===== config.mk =====
export PLATFORM = sky130hd
export DESIGN_NAME = mux32_arbiter
export DESIGN_NICKNAME = d
export VERILOG_FILES = /design/src/rtl/mux_arb_pkg.sv /design/src/rtl/rr_pick32.sv /design/src/rtl/mux32_arbiter.sv
export SDC_FILE = /design/constraint.sdc
export NUM_CORES = 1
export LEC_CHECK = 0
export ABC_AREA = 1
export BUFFER_PORTS_ARGS = -buffer_cell sky130_fd_sc_hd__buf_4
export CORE_MARGIN = 1.5
export CORE_UTILIZATION = 50
export DETAILED_ROUTE_END_ITERATION = 6
export GPL_TIMING_DRIVEN = 1
export PLACE_DENSITY = 0.69
export RECOVER_POWER = 25
export REMOVE_ABC_BUFFERS = 1
export SLEW_MARGIN = 20
export SYNTH_ARGS = -nofsm -noshare
export SYNTH_HDL_FRONTEND = slang
export SYNTH_HIERARCHICAL = 1
export SYNTH_SLANG_ARGS = --single-unit

===== constraint.sdc =====
create_clock -name clk -period 6.99 [get_ports clk]
set_input_delay 1.398 -clock clk [delete_from_list [all_inputs] [get_ports clk]]
set_output_delay 1.398 -clock clk [all_outputs]
set_load 0.1 [all_outputs]

===== src/rtl/mux_arb_pkg.sv =====
// mux_arb_pkg: shared sizes, FSM state and output bundle for the mux32
// round-robin arbiter.
//   NUM_REQ : number of requesters / mux inputs (32)
//   SEL_W   : width of the mux select (5)
//   CNT_W   : width of the grant wait counter (8)
package mux_arb_pkg;

  localparam int NUM_REQ = 32;
  localparam int SEL_W   = 5;
  localparam int CNT_W   = 8;

  typedef enum logic {IDLE = 1'b0, GRANT = 1'b1} state_t;

  // Registered arbiter response; the three fields always move together so
  // valid, select and grant can never disagree.
  typedef struct packed {
    logic               vld;
    logic [SEL_W-1:0]   sel;
    logic [NUM_REQ-1:0] gnt;
  } arb_out_t;

  function automatic logic [NUM_REQ-1:0] onehot(input logic [SEL_W-1:0] i);
    onehot    = '0;
    onehot[i] = 1'b1;
  endfunction

  function automatic arb_out_t mk_grant(input logic [SEL_W-1:0] i);
    mk_grant.vld = 1'b1;
    mk_grant.sel = i;
    mk_grant.gnt = onehot(i);
  endfunction

  function automatic arb_out_t mk_idle(input logic [SEL_W-1:0] i);
    mk_idle.vld = 1'b0;
    mk_idle.sel = i;
    mk_idle.gnt = '0;
  endfunction

endpackage


===== src/rtl/rr_pick32.sv =====
// rr_pick32: combinational rotate-priority encoder.
//   req [31:0] : request vector
//   ptr [4:0]  : highest-priority index; search runs ptr, ptr+1, ... wrapping 31->0
//   any        : at least one request set
//   idx [4:0]  : winning index (0 when any=0)
module rr_pick32
  import mux_arb_pkg::*;
(
  input  logic [NUM_REQ-1:0] req,
  input  logic [SEL_W-1:0]   ptr,
  output logic               any,
  output logic [SEL_W-1:0]   idx
);

  logic [NUM_REQ-1:0] rot;
  logic [SEL_W-1:0]   off;

  // Rotate so bit ptr lands at position 0; the lowest set bit of rot is then
  // the winner's distance from ptr.
  assign rot = NUM_REQ'({req, req} >> ptr);

  always_comb begin
    off = '0;
    for (int i = NUM_REQ-1; i >= 0; i--)
      if (rot[i]) off = SEL_W'(i);
  end

  assign any = |req;
  assign idx = off + ptr;  // 5-bit add wraps mod 32

endmodule


===== src/rtl/mux32_arbiter.sv =====
// mux32_arbiter: round-robin arbiter/sequencer driving the select of a
// shared 32:1 mux. Holds a grant until ready, aborts on request withdrawal
// or after TIMEOUT cycles without ready.
//   clk, rst    : clock, asynchronous active-high reset
//   req [31:0]  : request vector
//   ready       : consumer accepts the current selection this cycle
//   select[4:0] : granted index (mux select)
//   grant[31:0] : one-hot grant, zero when idle
//   valid       : live grant on select/grant
//   timeout_err : one-cycle pulse when a grant times out
// Parameter TIMEOUT (0..255, 0 = no timeout).
// Build option MUX_ARB_PARK_EN: when defined, select parks on the last
// granted/aborted index while idle instead of returning to 0.
module mux32_arbiter
  import mux_arb_pkg::*;
#(
  parameter int TIMEOUT = 16
) (
  input  logic               clk,
  input  logic               rst,
  input  logic [NUM_REQ-1:0] req,
  input  logic               ready,
  output logic [SEL_W-1:0]   select,
  output logic [NUM_REQ-1:0] grant,
  output logic               valid,
  output logic               timeout_err
);

`ifdef MUX_ARB_PARK_EN
  localparam bit PARK = 1'b1;
`else
  localparam bit PARK = 1'b0;
`endif

  localparam bit             TO_EN    = (TIMEOUT != 0);
  localparam logic [CNT_W-1:0] CNT_LAST = CNT_W'((TIMEOUT == 0) ? 0 : TIMEOUT - 1);

  state_t             state_q, state_d;
  arb_out_t           out_q, out_d;
  logic [SEL_W-1:0]   ptr_q, ptr_d;
  logic [CNT_W-1:0]   cnt_q, cnt_d;
  logic               err_q, err_d;

  logic [SEL_W-1:0]   nxt_ptr, idle_sel;
  logic               any_i, any_n;
  logic [SEL_W-1:0]   idx_i, idx_n;

  // Pointer after the current grant completes; the old winner becomes
  // lowest priority.
  assign nxt_ptr  = out_q.sel + SEL_W'(1);
  assign idle_sel = PARK ? out_q.sel : '0;

  // Fresh pick from IDLE uses the stored pointer.
  rr_pick32 u_pick_idle (
    .req (req),
    .ptr (ptr_q),
    .any (any_i),
    .idx (idx_i)
  );

  // Re-pick on ready uses the already-advanced pointer so back-to-back
  // grants need no bubble cycle.
  rr_pick32 u_pick_next (
    .req (req),
    .ptr (nxt_ptr),
    .any (any_n),
    .idx (idx_n)
  );

  always_ff @(posedge clk or posedge rst) begin
    if (rst) begin
      state_q <= IDLE;
      out_q   <= '0;
      ptr_q   <= '0;
      cnt_q   <= '0;
      err_q   <= 1'b0;
    end else begin
      state_q <= state_d;
      out_q   <= out_d;
      ptr_q   <= ptr_d;
      cnt_q   <= cnt_d;
      err_q   <= err_d;
    end
  end

  always_comb begin
    state_d = state_q;
    out_d   = out_q;
    ptr_d   = ptr_q;
    cnt_d   = cnt_q;
    err_d   = 1'b0;
    unique case (state_q)
      IDLE: begin
        if (any_i) begin
          state_d = GRANT;
          out_d   = mk_grant(idx_i);
          cnt_d   = '0;
        end
      end
      GRANT: begin
        // Order matters: ready beats withdrawal, withdrawal beats timeout.
        if (ready) begin
          ptr_d = nxt_ptr;
          cnt_d = '0;
          if (any_n) begin
            out_d = mk_grant(idx_n);
          end else begin
            state_d = IDLE;
            out_d   = mk_idle(idle_sel);
          end
        end else if (!req[out_q.sel]) begin
          state_d = IDLE;
          out_d   = mk_idle(idle_sel);
          cnt_d   = '0;
        end else if (TO_EN && (cnt_q == CNT_LAST)) begin
          // Skip the stuck requester so a dead consumer cannot starve others.
          err_d   = 1'b1;
          ptr_d   = nxt_ptr;
          state_d = IDLE;
          out_d   = mk_idle(idle_sel);
          cnt_d   = '0;
        end else begin
          cnt_d = cnt_q + CNT_W'(1);
        end
      end
      default: begin
        state_d = IDLE;
        out_d   = '0;
      end
    endcase
  end

  assign select      = out_q.sel;
  assign grant       = out_q.gnt;
  assign valid       = out_q.vld;
  assign timeout_err = err_q;

endmodule


## Word level (Yosys, flattened, before mapping)

Index checks and enable logic that the tools add are counted.
W data, S select, Z words.

| word-level totals | value |
|---|---|
| flip-flop bits (word level) | 53 |
| bits in latches | 0 |
| RAM bits | 0 |
| ROM bits | 0 |
| bits of input ports | 35 |
| output and inout port bits | 39 |
| logic and storage cells | 122 |
| memories | 0 |

| operators by class | value |
|---|---|
| $add $sub $neg | 4 |
| multipliers | 0 |
| divide/modulo/power cells | 0 |
| $lt $le $gt $ge | 5 |
| equal/unequal tests | 3 |
| shifts and indexed selects | 2 |
| multiplexer cells | 93 |
| bitwise gates (word level) | 1 |
| reduce and logical (&&, ||, !) cells | 7 |

Operators with widths:

| operator | count |
|---|---|
| $mux W5 | 67 |
| $mux W38 | 5 |
| $shr A64 B5 Y32 | 2 |
| $pmux W38 S2 | 1 |
| $mux W8 | 4 |
| $reduce_or A32 Y1 | 1 |
| $lt A5 B6 Y1 const B | 3 |
| $pmux W8 S2 | 1 |
| $mux W1 | 11 |
| $add A5 B5 Y5 | 2 |
| $demux W1 S5 | 2 |
| $ge A5 B1 Y1 const B | 2 |
| $add A8 B1 Y8 const B | 1 |
| $eq A8 B4 Y1 const B | 1 |
| $add A5 B1 Y5 const B | 1 |
| $bmux W1 S5 | 1 |
| $ne A4 B3 Y1 const B | 1 |
| $reduce_bool A2 Y1 | 2 |
| $reduce_and A3 Y1 | 1 |
| $logic_and A1 B1 Y1 | 2 |
| $ne A2 B2 Y1 const B | 1 |
| $pmux W1 S2 | 1 |
| $reduce_and A2 Y1 | 1 |
| $not A1 Y1 | 1 |

## Logic depth before layout (Yosys ltp)

| logic depth | value |
|---|---|
| depth in word-level cells | 42 |
| mapped depth | 53 |
| mapped depth without buffers | 50 |

## Hierarchy

The synthesis kept the hierarchy.

By module, submodules not included:

| module | times used | cells each | area an instance (um2) | sequential area each (um2) |
|---|---|---|---|---|
| mux32_arbiter | 1 | 449 | 3166.8 | 1326.3 |
| rr_pick32 (u_pick_idle) | 1 | 533 | 2602.5 | 0.0 |
| rr_pick32 (u_pick_next) | 1 | 534 | 2552.4 | 0.0 |

## Least setup slack after synthesis

Ideal clock, no wire load.

| timing | value |
|---|---|
| kind | reg-to-reg |
| from | register out_q (netlist bit select[0]) |
| to | register out_q (netlist bit grant[30]) |
| library setup time | 0.067 ns |
| arrival | 5.565 ns |
| data required time | 6.923 ns |
| setup slack | 1.358 ns |
| cell stages (with the launch flop) | 42 |
| buffers on the path | 5 |
| clock period less this slack | 5.632 ns |
| cell sequence | dfrtp_1 buf_6 buf_6 nand3_1 xor2_1 buf_2 buf_1 buf_2 nand3_1 o21ai_0 inv_1 nand2_1 o21ai_0 inv_1 nand2_1 nand2_1 nand2_1 nand2_1 (+6 left out) nand2_1 nand2_1 nand2_1 nand2_1 nand2_1 nand2_1 nand2_1 a21oi_2 ha_1 inv_1 fa_1 o21ai_0 xor2_1 xor2_1 nand3_1 o22ai_1 nand3_1 nand2_1 |

| on the way | value |
|---|---|
| word-level cells in the longest chain between the ends | 42 |
| elaborated cells on any way between the ends | 48 |
| those cells by class | add/sub: 2; order compare: 2; eq/ne: 1; shift: 1; mux: 40; reduce/logical: 2 |

RTL lines:

| element | RTL line | text |
|---|---|---|
| start: declaration | mux32_arbiter.sv:39 | `arb_out_t out_q, out_d;` |
| start signal: assignment | mux32_arbiter.sv:79 | `out_q <= out_d;` |
| $add A5 B1 Y5 (*) | mux32_arbiter.sv:50 | `assign nxt_ptr = out_q.sel + SEL_W'(1);` |
| via nxt_ptr[3] | mux32_arbiter.sv:44 | `logic [SEL_W-1:0] nxt_ptr, idle_sel;` |
| $shr A64 B5 Y32 | rr_pick32.sv:20 | `assign rot = NUM_REQ'({req, req} >> ptr);` |
| $mux W5 (32 in series) | rr_pick32.sv:25 | `if (rot[i]) off = SEL_W'(i);` |
| $add A5 B5 Y5 (*) | rr_pick32.sv:29 | `assign idx = off + ptr;` |
| via idx_n[4] | mux32_arbiter.sv:46 | `logic [SEL_W-1:0] idx_i, idx_n;` |
| $lt A5 B6 Y1 (not written as such) / $ge A5 B1 Y1 (equally long branches) | mux_arb_pkg.sv:24 | `onehot[i] = 1'b1;` |
| $logic_and A1 B1 Y1 (not written as such) | mux_arb_pkg.sv:24 |  |
| $mux W1 (not written as such) | mux_arb_pkg.sv:24 |  |
| $demux W1 S5 (*) | mux_arb_pkg.sv:24 |  |
| $mux W38 (*) | mux32_arbiter.sv:105 | `if (any_n) begin` |
| $mux W38 (*) | mux32_arbiter.sv:102 | `if (ready) begin` |
| $pmux W38 S2 (*) | mux32_arbiter.sv:92 | `unique case (state_q)` |

Mark *: on every way through the listed nets, which the timed path passes. The rest lies on a longest branch. The select of a mux whose other input is x is not followed.
A chain may end at the register's enable or synchronous reset.

## Worst setup path in the final report

| timing | value |
|---|---|
| from | input req[25] |
| to | register out_q (netlist bit grant[4]) |

| on the way | value |
|---|---|
| elaborated cells on any way between the ends | 89 |
| those cells by class | add/sub: 2; order compare: 4; eq/ne: 2; shift: 2; mux: 75; reduce/logical: 4 |

RTL lines:

| element | RTL line | text |
|---|---|---|
| start: declaration | mux32_arbiter.sv:21 | `input logic [NUM_REQ-1:0] req,` |
| $shr A64 B5 Y32 (*) | rr_pick32.sv:20 |  |
| $mux W5 (31 in series) | rr_pick32.sv:25 |  |
| $mux W5 (*) | rr_pick32.sv:25 |  |
| $add A5 B5 Y5 (*) | rr_pick32.sv:29 |  |
| via idx_i[2] | mux32_arbiter.sv:46 |  |
| $lt A5 B6 Y1 (not written as such) / $ge A5 B1 Y1 (equally long branches) | mux_arb_pkg.sv:24 |  |
| $logic_and A1 B1 Y1 (not written as such) | mux_arb_pkg.sv:24 |  |
| $mux W1 (not written as such) | mux_arb_pkg.sv:24 |  |
| $demux W1 S5 (*) | mux_arb_pkg.sv:24 |  |
| $mux W38 (*) | mux32_arbiter.sv:94 | `if (any_i) begin` |
| $pmux W38 S2 (*) | mux32_arbiter.sv:92 |  |

Marks and branches as above.

==> reports/results.ini <==
[grt]
antenna_found_initial = 0
grt_first_pass_wirelength_mm = 45.55
grt.total_usage_pct = 31.26
grt_max_degree = 54
overflow = 0
grt_pass1_vias = 9304

[critical_path]
regToRegSetupSlack_ps = 1040
cp.arrival_ps = 6240
critPathLaunch = req[25]
path_max_fanout = 7
cp.depth = 44
crit_type = input port to flip-flop
path_buf_inv = 4
regToRegStartpoint = select[1]$_DFFE_PP0P_
cp_data_required_time_ps = 7220
cp-endpoint = grant[4]$_DFFE_PP0P_
r2r_cells = 44
cp_common_cell = nand2_1
crit_path_start_kind = input port
r2r_end = grant[24]$_DFFE_PP0P_
cp_top_family = simple AND/OR/NAND/NOR gates
cp_slowest_cell = xnor2_1
end_kind = flip-flop
cp_slowest_stage_delay_ps = 610

[route]
drt_iter0_markers = 1207
postRouteAntennaNets = 0
dr.pass1.iters = 5
via_per_inst = 5.810
wl_mm = 27.52
wire_per_inst_um = 15.77
vias = 10140
drc_errors = 0

[clock_tree]
clock_path_buffers = 2
insertion_delay_ps = 290
cts_resized = 0
cts_tree = yes
cts_buffers = 5
path_clk_slew_ps = 70
cts_setup_buffers = 0
holdBufCountCts = 0
cts_root_buf = clkbuf_16
htreeDepth = 2
cts.sinks = 53

[synthesis]
synth-seq-cells = 53
ys_types = 39
synthAdderAreaFrac_pct = 1.985
synth_mux_area_share_pct = 0.7217
syn_area_sq_um = 8322
postSynthCellCount = 1516
synth-compound-area-share_pct = 11.73
ys_seq_area_share_pct = 15.94
synth-simple-area-share_pct = 55.24
synth_top_family_by_area = simple AND/OR/NAND/NOR gates
syn_avg_cell_area_sq_um = 5.489
yosys_warnings = 6
synth-xor-area-share_pct = 1.789

[sta]
timing.fmax_ghz = 0.1662
rsz0062_at_grt = no
timing.max_slew.rel_slack_pct = -88.68
fin_crit_ps = 6017
setup_viol = 0
final_max_slew_viol_count = 54
finClkSkew_ps = 4.613
tightest_slew_ps = 2830
fin_crit_sh_pct = 86.08
hold_viol = 0
timing.hold.ws_ps = 474.6

[floorplanning]
fp.coreArea_sq_um = 16060
die_y_um = 132.0
rows = 46
dieArea_sq_um = 17430
io_pins = 74
fp.dieW_um = 132.0
initial_core_util_pct = 51.82

[job]
maxCapViolations = 1

[outcome]
failed_checks = max-capacitance violations, max-slew violations
status = complete, but fails checks

[placement]
gp_congestion = 0.9419
io_buffer_count = 73
dp_hpwl_mm = 20.25

[final_layout]
finalCoreUtilization_pct = 55.31
area_growth_pct = 6.736
drive_above_1_share_pct = 10.99
nets = 1575
diodes = 0
fillers = 1722

[min_path]
hold_class = flip-flop to flip-flop

## sequential cells by signal (all words and copies together), names as in the netlist
signal,count
valid,1
grant,32
state_q,1
ptr_q,5
cnt_q,8
select,5
timeout_err,1
## synthesized netlist by cell type, drive strengths merged
cell type  number  area, sq um
nor4           16        100.1
a21boi          2        15.01
o22ai          32        200.2
buf            70        484.2
a21oi          13        72.57
and2            2        12.51
o31ai           1        7.510
inv           134        515.5
xnor2           3        26.28
a31oi          23        143.9
nand4          12        75.07
ha             10        125.1
fa              2        40.04
o211ai          1        7.510
o21bai          3        22.52
nand2         598         2325
a311oi          2        17.52
xor2           14        122.6
nand3         346         1812
nor3           14        70.07
dfrtp          53         1326
or2             3        18.77
o21ai          94        489.2
nor2           49        183.9
mux2i           6        60.06
clkbuf         13        48.80
## final cells by class
cell class	count	area (sq um)	area share (%)
repair buffers	88	656.9	7.395
clock inverters	2	15.01	0.1690
well taps	216	270.3	3.043
inverters	134	515.5	5.804
multi-input cells	1246	5969	67.21
flip-flops and latches	53	1326	14.93
clock buffers	6	128.9	1.451
## cell families (layout without fill, tap and decap cells)
family | Yosys count | count (layout)
adders and majority gates | 12 | 12
buffers and inverters | 217 | 230
muxes | 6 | 6
AOI/OAI and AO/OA | 171 | 171
and+or+nand+nor | 1040 | 1040
xor gates and xnor gates | 17 | 17
DFF | 53 | 53
## worst min-delay path by stage
| stage | from | endpoint | slack, ps | cells past startpoint |
|---|---|---|---|---|
| after global placement | grant[11]$_DFFE_PP0P_ | grant[11]$_DFFE_PP0P_ | 460 | 2 |
| final | grant[9]$_DFFE_PP0P_ | grant[9]$_DFFE_PP0P_ | 470 | 2 |
| after CTS | grant[9]$_DFFE_PP0P_ | grant[9]$_DFFE_PP0P_ | 480 | 2 |
| after floorplan | cnt_q[1]$_DFFE_PP0P_ | cnt_q[1]$_DFFE_PP0P_ | 530 | 2 |
| after detailed placement | grant[9]$_DFFE_PP0P_ | grant[9]$_DFFE_PP0P_ | 460 | 2 |
| after global routing | grant[9]$_DFFE_PP0P_ | grant[9]$_DFFE_PP0P_ | 490 | 2 |
## worst reg2reg max path, delay by kind of cell, from the launching register on
kind | cells | cell delay, ps
flops | 1 | 550
buf+inv | 3 | 500
compound gates | 6 | 1110
xor+xnor | 2 | 660
simple gates | 30 | 2080
fa+ha+maj | 3 | 1000
## placed cells by master, fill, tap and decap left out, drive strengths merged, types with 3 or more instances in the layout
cell / count
inv: 134
nor4: 16
a31oi: 23
xor2: 14
clkbuf: 8
nor3: 14
ha: 10
nand3: 346
or2: 3
nand2: 598
o21ai: 94
mux2i: 6
a21oi: 13
buf: 86
o22ai: 32
dfrtp: 53
nand4: 12
o21bai: 3
nor2: 49
xnor2: 3
## metal layers
metal | wire length, um | global-route usage (%) | vias to the layer above | share of wire (%)
met2 | 11980 | 49.56 | 430 | 44
met3 | 1913 | 3.268 | 92 | 7.0
li1 | - | - | 5055 | -
met1 | 12320 | 42.78 | 4562 | 45
met5 | 0 | 0 | - | 0
met4 | 1301 | 14.38 | 0 | 4.7
## per-stage QoR
| stage | setup slack (ps) | TNS [ps] | instances | instance area, sq um |
|---|---|---|---|---|
| floorplan | -301.9 | -8376 | 1433 | 7789 |
| global placement | 864.7 | 0 | 1737 | 8742 |
| detailed placement | 849.0 | 0 | 1737 | 8742 |
| CTS | 1132 | 0 | 1745 | 8886 |
| global route | 255.5 | 0 | 1745 | 8882 |
| finish | 973.0 | 0 | 1745 | 8882 |
Power is not shown: default switching activity piles up to over one toggle a cycle in this logic, so the estimate is an artifact.
